--- config.mk ---
export PLATFORM = sky130hd
export DESIGN_NAME = prefix_adder_pipe
export DESIGN_NICKNAME = d
export VERILOG_FILES = /design/src/rtl/prefix_adder_pipe_pkg.sv /design/src/rtl/prefix_adder_pipe_level.sv /design/src/rtl/prefix_adder_pipe.sv
export SDC_FILE = /design/constraint.sdc
export NUM_CORES = 1
export LEC_CHECK = 0
export ABC_CLOCK_PERIOD_IN_PS = 14400
export CAP_MARGIN = 20
export CELL_PAD_IN_SITES_DETAIL_PLACEMENT = 0
export CELL_PAD_IN_SITES_GLOBAL_PLACEMENT = 1
export CORE_MARGIN = 2
export CORE_UTILIZATION = 35
export CTS_BUF_LIST = sky130_fd_sc_hd__clkbuf_4 sky130_fd_sc_hd__clkbuf_8
export DETAILED_ROUTE_END_ITERATION = 10
export PLACE_DENSITY_LB_ADDON = 0.1
export SLEW_MARGIN = 20
export SYNTH_ARGS = -nofsm -noshare
export SYNTH_HDL_FRONTEND = slang
export SYNTH_SLANG_ARGS = --single-unit
--- constraint.sdc ---
create_clock -name clk -period 14.4 [get_ports clk]
set_input_delay 3.6 -clock clk [delete_from_list [all_inputs] [get_ports clk]]
set_output_delay 3.6 -clock clk [all_outputs]
set_load 0.03 [all_outputs]
--- src/rtl/prefix_adder_pipe_pkg.sv ---
// Shared ALU definitions for the pipelined prefix adder: lane_log encodings
// and the lane-boundary mask helper.
package prefix_adder_pipe_pkg;

  localparam logic [1:0] LANE_FULL    = 2'd0;
  localparam logic [1:0] LANE_HALF    = 2'd1;
  localparam logic [1:0] LANE_QUARTER = 2'd2;
  localparam logic [1:0] LANE_EIGHTH  = 2'd3;

  // One bit of the lane-boundary mask: 1 when bit_idx is the base of a lane.
  // Lanes narrower than lane_min are clamped up to lane_min.
  function automatic logic lane_mask_bit(input int bit_idx, input logic [1:0] lane_log,
                                         input int width, input int lane_min);
    int lane_w;
    case (lane_log)
      LANE_FULL:    lane_w = width;
      LANE_HALF:    lane_w = width / 2;
      LANE_QUARTER: lane_w = width / 4;
      LANE_EIGHTH:  lane_w = width / 8;
      default:      lane_w = width;
    endcase
    if (lane_w < lane_min) lane_w = lane_min;
    return (bit_idx & (lane_w - 1)) == 0;
  endfunction

endpackage

--- src/rtl/prefix_adder_pipe_level.sv ---
// One masked Kogge-Stone level at distance DIST. s_in marks bits whose
// lookback window already reaches a lane base; those bits pass through.
module prefix_level #(
  parameter int WIDTH = 32,
  parameter int DIST  = 1
) (
  input  logic [WIDTH-1:0] g_in,
  input  logic [WIDTH-1:0] p_in,
  input  logic [WIDTH-1:0] s_in,
  output logic [WIDTH-1:0] g_out,
  output logic [WIDTH-1:0] p_out,
  output logic [WIDTH-1:0] s_out
);

  genvar gi;
  for (gi = 0; gi < WIDTH; gi++) begin : g_bit
    if (gi < DIST) begin : g_pass
      assign g_out[gi] = g_in[gi];
      assign p_out[gi] = p_in[gi];
      assign s_out[gi] = s_in[gi];
    end else begin : g_comb
      assign g_out[gi] = g_in[gi] | (!s_in[gi] & p_in[gi] & g_in[gi-DIST]);
      assign p_out[gi] = p_in[gi] & (s_in[gi] | p_in[gi-DIST]);
      // Segment flag spreads like propagate so later levels see lane bases.
      assign s_out[gi] = s_in[gi] | s_in[gi-DIST];
    end
  end

endmodule

--- src/rtl/prefix_adder_pipe.sv ---
// Pipelined SIMD Kogge-Stone adder/subtractor with whole-pipe stall.
// Define ADDER_FLAGS_EN to add the per-lane cout/ovf outputs.
module prefix_adder_pipe
  import prefix_adder_pipe_pkg::*;
#(
  parameter int WIDTH     = 32,
  parameter int LANE_MIN  = 8,
  parameter int REG_EVERY = 2
) (
  input  logic             clk,
  input  logic             rst,
  input  logic             in_valid,
  output logic             in_ready,
  input  logic [WIDTH-1:0] a,
  input  logic [WIDTH-1:0] b,
  input  logic             cin,
  input  logic             sub,
  input  logic [1:0]       lane_log,
  output logic             out_valid,
  input  logic             out_ready,
  output logic [WIDTH-1:0] sum
`ifdef ADDER_FLAGS_EN
  ,
  output logic [WIDTH/LANE_MIN-1:0] cout,
  output logic [WIDTH/LANE_MIN-1:0] ovf
`endif
);

  localparam int NL = $clog2(WIDTH);
  localparam int NS = (NL + REG_EVERY - 1) / REG_EVERY;

  genvar gi;

  logic stall;
  logic out_valid_reg;
  logic [WIDTH-1:0] sum_reg, sum_next;

  assign stall     = out_valid_reg && !out_ready;
  assign in_ready  = !stall;
  assign out_valid = out_valid_reg;
  assign sum       = sum_reg;

  // Input preparation: invert B for subtract, fold lane carry-in into bit 0 of each lane.
  logic [WIDTH-1:0] b_x, g_in0, p_in0, start_in, cvec_in;
  for (gi = 0; gi < WIDTH; gi++) begin : g_mask
    assign start_in[gi] = lane_mask_bit(gi, lane_log, WIDTH, LANE_MIN);
  end
  assign b_x     = b ^ {WIDTH{sub}};
  assign p_in0   = a ^ b_x;
  assign cvec_in = sub ? start_in : {{(WIDTH-1){1'b0}}, cin};
  assign g_in0   = (a & b_x) | (p_in0 & cvec_in);

  logic [WIDTH-1:0] g_reg     [0:NS-1];
  logic [WIDTH-1:0] p_reg     [0:NS-1];
  logic [WIDTH-1:0] s_reg     [0:NS-1];
  logic [WIDTH-1:0] p0_reg    [0:NS-1];
  logic [WIDTH-1:0] cvec_reg  [0:NS-1];
  logic [WIDTH-1:0] start_reg [0:NS-1];
  logic             v_reg     [0:NS-1];
  logic [WIDTH-1:0] g_next     [0:NS-1];
  logic [WIDTH-1:0] p_next     [0:NS-1];
  logic [WIDTH-1:0] s_next     [0:NS-1];
  logic [WIDTH-1:0] p0_next    [0:NS-1];
  logic [WIDTH-1:0] cvec_next  [0:NS-1];
  logic [WIDTH-1:0] start_next [0:NS-1];
  logic             v_next     [0:NS-1];

  logic [WIDTH-1:0] lg [1:NL];
  logic [WIDTH-1:0] lp [1:NL];
  logic [WIDTH-1:0] ls [1:NL];

  for (gi = 0; gi < NL; gi++) begin : g_level
    logic [WIDTH-1:0] g_l, p_l, s_l;
    if (gi % REG_EVERY == 0) begin : g_from_reg
      assign g_l = g_reg[gi/REG_EVERY];
      assign p_l = p_reg[gi/REG_EVERY];
      assign s_l = s_reg[gi/REG_EVERY];
    end else begin : g_from_wire
      assign g_l = lg[gi];
      assign p_l = lp[gi];
      assign s_l = ls[gi];
    end
    prefix_level #(.WIDTH(WIDTH), .DIST(1 << gi)) u_level (
      .g_in (g_l),
      .p_in (p_l),
      .s_in (s_l),
      .g_out(lg[gi+1]),
      .p_out(lp[gi+1]),
      .s_out(ls[gi+1])
    );
  end

  for (gi = 0; gi < NS; gi++) begin : g_stage
    if (gi == 0) begin : g_first
      assign g_next[0]     = g_in0;
      assign p_next[0]     = p_in0;
      assign s_next[0]     = start_in;
      assign p0_next[0]    = p_in0;
      assign cvec_next[0]  = cvec_in;
      assign start_next[0] = start_in;
      assign v_next[0]     = in_valid;
    end else begin : g_mid
      assign g_next[gi]     = lg[gi*REG_EVERY];
      assign p_next[gi]     = lp[gi*REG_EVERY];
      assign s_next[gi]     = ls[gi*REG_EVERY];
      assign p0_next[gi]    = p0_reg[gi-1];
      assign cvec_next[gi]  = cvec_reg[gi-1];
      assign start_next[gi] = start_reg[gi-1];
      assign v_next[gi]     = v_reg[gi-1];
    end
  end

  // Carry into a lane base is the lane carry-in; elsewhere it is the group generate below.
  logic [WIDTH-1:0] gf, carry_vec;
  assign gf        = lg[NL];
  assign carry_vec = ({gf[WIDTH-2:0], 1'b0} & ~start_reg[NS-1]) | cvec_reg[NS-1];
  assign sum_next  = p0_reg[NS-1] ^ carry_vec;

  logic unused_last;
  assign unused_last = ^{lp[NL], ls[NL], gf[WIDTH-1]};

  always_ff @(posedge clk) begin
    if (rst) begin
      for (int i = 0; i < NS; i++) begin
        g_reg[i]     <= '0;
        p_reg[i]     <= '0;
        s_reg[i]     <= '0;
        p0_reg[i]    <= '0;
        cvec_reg[i]  <= '0;
        start_reg[i] <= '0;
        v_reg[i]     <= 1'b0;
      end
      out_valid_reg <= 1'b0;
      sum_reg       <= '0;
    end else if (!stall) begin
      for (int i = 0; i < NS; i++) begin
        g_reg[i]     <= g_next[i];
        p_reg[i]     <= p_next[i];
        s_reg[i]     <= s_next[i];
        p0_reg[i]    <= p0_next[i];
        cvec_reg[i]  <= cvec_next[i];
        start_reg[i] <= start_next[i];
        v_reg[i]     <= v_next[i];
      end
      out_valid_reg <= v_reg[NS-1];
      sum_reg       <= sum_next;
    end
  end

`ifdef ADDER_FLAGS_EN
  localparam int NLANE = WIDTH / LANE_MIN;
  logic [NLANE-1:0] lane_top, cout_next, ovf_next, cout_reg, ovf_reg;

  // Flags land in the LANE_MIN slot holding each lane's MSB; other slots read 0.
  for (gi = 0; gi < NLANE; gi++) begin : g_flag
    localparam int MSB = gi * LANE_MIN + LANE_MIN - 1;
    if (gi == NLANE - 1) begin : g_last
      assign lane_top[gi] = 1'b1;
    end else begin : g_inner
      assign lane_top[gi] = start_reg[NS-1][MSB+1];
    end
    assign cout_next[gi] = lane_top[gi] & gf[MSB];
    assign ovf_next[gi]  = lane_top[gi] & (carry_vec[MSB] ^ gf[MSB]);
  end

  always_ff @(posedge clk) begin
    if (rst) begin
      cout_reg <= '0;
      ovf_reg  <= '0;
    end else if (!stall) begin
      cout_reg <= cout_next;
      ovf_reg  <= ovf_next;
    end
  end

  assign cout = cout_reg;
  assign ovf  = ovf_reg;
`endif

endmodule

# == Word level (Yosys, flattened, before mapping) ==
# Memory sizes are Yosys's and may differ from the RTL's. A register that Yosys moved wholly into a read port is not among the register bits.
# Index checks and enable logic that the tools add are counted.
# word_totals
register_bits,32
latchBits,0
mem_bits_rw,579
rom_bits,0
in_bits,72
output_inout_bits,34
n_memories,7
# mem_list
name,depth,width,rd,rd_ports_with_merged_regs,wr,line_no,rtl
cvec_reg,3,32,3,0,3,prefix_adder_pipe.sv:57,logic [WIDTH-1:0] cvec_reg [0:NS-1];
g_reg,3,32,3,0,3,prefix_adder_pipe.sv:53,logic [WIDTH-1:0] g_reg [0:NS-1];
p0_reg,3,32,3,0,3,prefix_adder_pipe.sv:56,logic [WIDTH-1:0] p0_reg [0:NS-1];
p_reg,3,32,3,0,3,prefix_adder_pipe.sv:54,logic [WIDTH-1:0] p_reg [0:NS-1];
s_reg,3,32,3,0,3,prefix_adder_pipe.sv:55,logic [WIDTH-1:0] s_reg [0:NS-1];
start_reg,3,32,3,0,3,prefix_adder_pipe.sv:58,logic [WIDTH-1:0] start_reg [0:NS-1];
1 more memories,n/a,n/a,n/a,n/a,n/a,n/a,
# classes
add_sub_neg,1
mul,0
div_mod_pow,0
n_lt_le_gt_ge,1
n_eq_ne,3
shifts,0
mux,29
bitwise_logic,753
reduce_logical,164
# op_table
operator,n
logical NOT 32 bit,31
2-to-1 mux 32 bit,19
OR 1 bit,375
bitwise AND 1 bit,369
logical NOT 1 bit,131
case mux 32 bit (4 select lines),1
bitwise AND 32 bit,3
bitwise XOR 32 bit,3
OR 32 bit,2
"less-than comparator 32 x 5 -> 1 bit, second input constant",1
inverter 32 bit,1
2-to-1 mux 1 bit,8
2-to-1 mux 5 bit,1
"subtractor 5 x 2 -> 5 bit, second input constant",1
"equality test 2 bit, second input constant",2
"equality test 2 x 1 -> 1 bit, second input constant",1
logical NOT 2 bit,1
logical AND 1 bit,1

# == Longest topological paths before layout ==
# logic_depth
word_depth,10
depth_mapped,7
ltp_nobuf,4

# == Cells and area by module ==
# Synthesis repeated with hierarchy kept, for this count alone.
# unflattened
hier_cells,1634
area_unflattened_um2,19892.8
# by_module_without_submodules
mod,instances,cells_per_inst,area_each_um2,seq_area_each_um2
prefix_adder_pipe,1,1025,16009.1,11651.2
prefix_level (g_level[3].u_level),1,120,792.0,0.0
prefix_level (g_level[2].u_level),1,124,785.8,0.0
prefix_level (g_level[1].u_level),1,126,775.7,0.0
prefix_level (g_level[0].u_level),1,127,769.5,0.0
prefix_level (g_level[4].u_level),1,112,760.7,0.0

# == Worst setup path after synthesis ==
# Ideal clock, no wire load.
# synth_path
path_kind,input -> register
from,input out_ready
to,memory cvec_reg[0][0] (enable)
setup_time_ns,2.160
arrival_ns,8.787
required_ns,12.240
setup_slack_ns,3.453
cell_stages,5
cell_sequence,nor2b_4 buf_6 buf_2 buf_2 nand2_1
# synth_lines
element,line_no,rtl
start: declaration,prefix_adder_pipe.sv:20,"input logic out_ready,"
end: declaration,prefix_adder_pipe.sv:57,

# == Worst setup path after layout ==
# layout_path
from,input out_ready
to,output in_ready
# layout_between
elab_chain_cells,3
# layout_rtl
element,line_no,rtl
logical NOT 1 bit,prefix_adder_pipe.sv:38,assign stall = out_valid_reg && !out_ready;
logical AND 1 bit,prefix_adder_pipe.sv:38,
logical NOT 1 bit,n/a,
end: declaration,prefix_adder_pipe.sv:13,"output logic in_ready,"
# No other way between the ends.

==> results.toml <==
[final_layout]
finish.net_count = 1371
final_cells = 1844
postLayoutCoreUtil_pct = 41.9
multiInputGateArea_um2 = 4840
layout.area.seq_um2 = 9160
largest_register_ff_count = 93
syn_to_final_growth_pct = 18.5
antenna_cells_inserted = 0
layout.filler_cells = 3870
drive_above_1_share_pct = 8.69

[detailed_routing]
via_per_inst = 5.16
routedWlPerCell_um = 21.8
first_pass_iters = 5
drc = 0
via_count = 9515
finalWirelength_um = 40200
route.antenna.remaining_nets = 0
first_iter_violations = 794

[clock_network]
cts-htree-levels = 2
clock-sinks = 316
cts-hold-fix-buffers = 0
postCtsSetupRepairBufs = 0
clkTransAtPathRegs_ns = 0.07
number_of_cts_inserted_buffers = 54
cts_root_buf = "sky130_fd_sc_hd__clkbuf_8"
cts_tree = "done"
cts_repair_resize_count = 0
worst_skew_pair.late_latency_ns = 0.65
clockBufferDepth = 3

[timing]
fmax_mhz = 108
timing.final.hold_violations = 0
report.final.slew_viol_count = 0
slew_headroom_pct = 30.4
unrepaired_setup_endpoints_after_global_routing = "no"
setup_viol_count_final = 0
finClkSkew_ns = 0.0411
whs_ns = 0.464
shortest_period_the_worst_path_allows_ns = 9.24
fin_setup_tns_ns = 0
worst_pin_slew_ns = 1.04
layout_worst_path_cycle_share_pct = 64.2

[power_and_ir_drop]
power_density_nw_per_um2 = 125
p_leak_nw = 7.19
vdd_drop_max_uv = 63.3

[die]
io_pins = 106
die_h_um = 207
core_um2 = 40600
initial_utilization_pct = 35.3
floorplan.die.width_um = 207
rows = 74
fp.dieArea_um2 = 42700

[synth]
synth.mux.area_fraction_pct = 0
ys.flop_type = "sky130_fd_sc_hd__edfxtp_1"
post_synth_fa_ha_maj_area_fraction_pct = 2.79
synth_compound_gate_area_share_pct = 9.66
synth-async-reset-ratio_pct = 0
ys_seq_elements = 316
syn_area_per_cell_um2 = 12.4
syn_area_um2 = 14400
ys_types = 45
synthDominantAreaCellType = "sky130_fd_sc_hd__edfxtp_1"
yosys.area_share.simple_pct = 18.2
synth_xor_area_share_pct = 2.81
synth.top_cells.by_area = "sky130_fd_sc_hd__edfxtp_1 (59%), sky130_fd_sc_hd__and3_1 (7.1%), sky130_fd_sc_hd__dfxtp_1 (4.6%)"
yosysWarnings = 0
synth_top_area_share_pct = 59.2
synth_top_family_by_area = "simple AND/OR/NAND/NOR gates"
synth-edff-count = 283
ys_seq_area_share_pct = 63.8
netlist_instances = 1162

[critical_path]
worstSetupEndpointType = "primary output"
timing.critical_path.fanout_max = 69
regToRegSetupSlack_ns = 11.68
arrival_ns = 5.64
crit_path_start_kind = "primary input"
crit_type = "primary input to primary output"
worst-endpoint-required_ns = 10.80

[min_path]
worst_hold_path_type = "flip-flop to flip-flop"

[grt]
grt_pass1_vias = 9411
grt.overflow.total = 0
maximum_number_of_pins_on_one_net_before_global_route_repair = 198
grt_overall_usage_pct = 19.1
first_pass_grt_wire_length_um = 59800
number_of_antenna_violations_at_the_first_check_in_global_routing = 1

[place]
finalWeightedCongestion = 0.889
post-place-cells = 1742
dp_hpwl_um = 27300
port_buffers = 105

[run_status]
outcome = "complete, no violations"

[run]
max_cap_viol_count = 0
report_power, final:
part,switching (mW),internal (mW)
registers,0.0574,1.06
logic,0.0894,0.0763
clock network,0.374,0.471
cells in the mapped netlist, types with 25 or more instances:
master,n
sky130_fd_sc_hd__clkbuf_1,39
sky130_fd_sc_hd__ha_1,32
sky130_fd_sc_hd__xor2_1,32
sky130_fd_sc_hd__nand3_1,55
sky130_fd_sc_hd__dfxtp_1,33
sky130_fd_sc_hd__edfxtp_1,283
sky130_fd_sc_hd__a21oi_1,74
sky130_fd_sc_hd__o211ai_1,25
sky130_fd_sc_hd__and3_1,163
sky130_fd_sc_hd__a211oi_1,25
sky130_fd_sc_hd__o21ai_0,36
sky130_fd_sc_hd__nor2_1,107
sky130_fd_sc_hd__and3b_1,38
routing by layer:
layer  wire (um)  up-vias  GRT usage, %
met5           0        -             0
met4         998        0          6.68
met3        1760       56          3.03
met2       17900      238          29.0
met1       19500     4595          27.8
li1            -     4626             -
cell families (layout without fill, tap and decap cells):
group,after synthesis,count (layout)
buffers and inverters,88,234
other,1,5
adder cells (fa/ha/maj),32,32
flip-flops,316,316
XOR/XNOR,46,46
AO/OA/AOI/OAI,220,220
AND/OR/NAND/NOR,459,459
metrics by stage:
stage          power (mW)  setup slack, ns  cell area (um2)
2_1_floorplan        1.21             3.45            14400
3_3_place_gp         1.30             5.15            15900
3_5_place_dp         1.30             5.14            15900
4_1_cts              2.15             5.14            17000
5_1_grt              2.21             5.07            17000
6_report             2.12             5.16            17000
final cells by class:
class,instances,share of cell area [%]
clock inverter,22,0.926
timing repair buffer,115,6.75
inverter,18,0.441
sequential,316,53.8
clock buffer,79,5.73
tap,532,3.91
multi-input combinational,762,28.4
final timing paths:
kind                                start      endpoint  cells after the start
worst max-delay path            out_ready      in_ready                      5
worst min-delay path             v_reg[2]     out_valid                      2
worst max register to register  out_valid  p_reg[0][39]                      5
worst min register to register   v_reg[2]     out_valid                      2
cell usage in the layout (no fill, tap or decap), types with 15 or more instances in the layout:
master / instances
sky130_fd_sc_hd__ha_1: 32
sky130_fd_sc_hd__o21ai_0: 36
sky130_fd_sc_hd__clkdlybuf4s50_1: 103
sky130_fd_sc_hd__xor2_1: 32
sky130_fd_sc_hd__and3_1: 163
sky130_fd_sc_hd__nor2b_1: 24
sky130_fd_sc_hd__nand3_1: 55
sky130_fd_sc_hd__edfxtp_1: 283
sky130_fd_sc_hd__clkbuf_4: 18
sky130_fd_sc_hd__a211oi_1: 25
sky130_fd_sc_hd__o211ai_1: 25
sky130_fd_sc_hd__dfxtp_1: 33
sky130_fd_sc_hd__a31oi_1: 15
sky130_fd_sc_hd__inv_1: 15
sky130_fd_sc_hd__nor2_1: 107
sky130_fd_sc_hd__a21oi_1: 74
sky130_fd_sc_hd__clkbuf_8: 61
sky130_fd_sc_hd__and3b_1: 38
worst max-delay path: stages:
cell	delay, ns
sky130_fd_sc_hd__clkdlybuf4s50_1	0.50
sky130_fd_sc_hd__nor2b_4	0.04
sky130_fd_sc_hd__buf_4	0.26
sky130_fd_sc_hd__inv_6	0.42
sky130_fd_sc_hd__clkdlybuf4s50_1	0.77
Note: power is estimated with default switching activity, not from simulation.
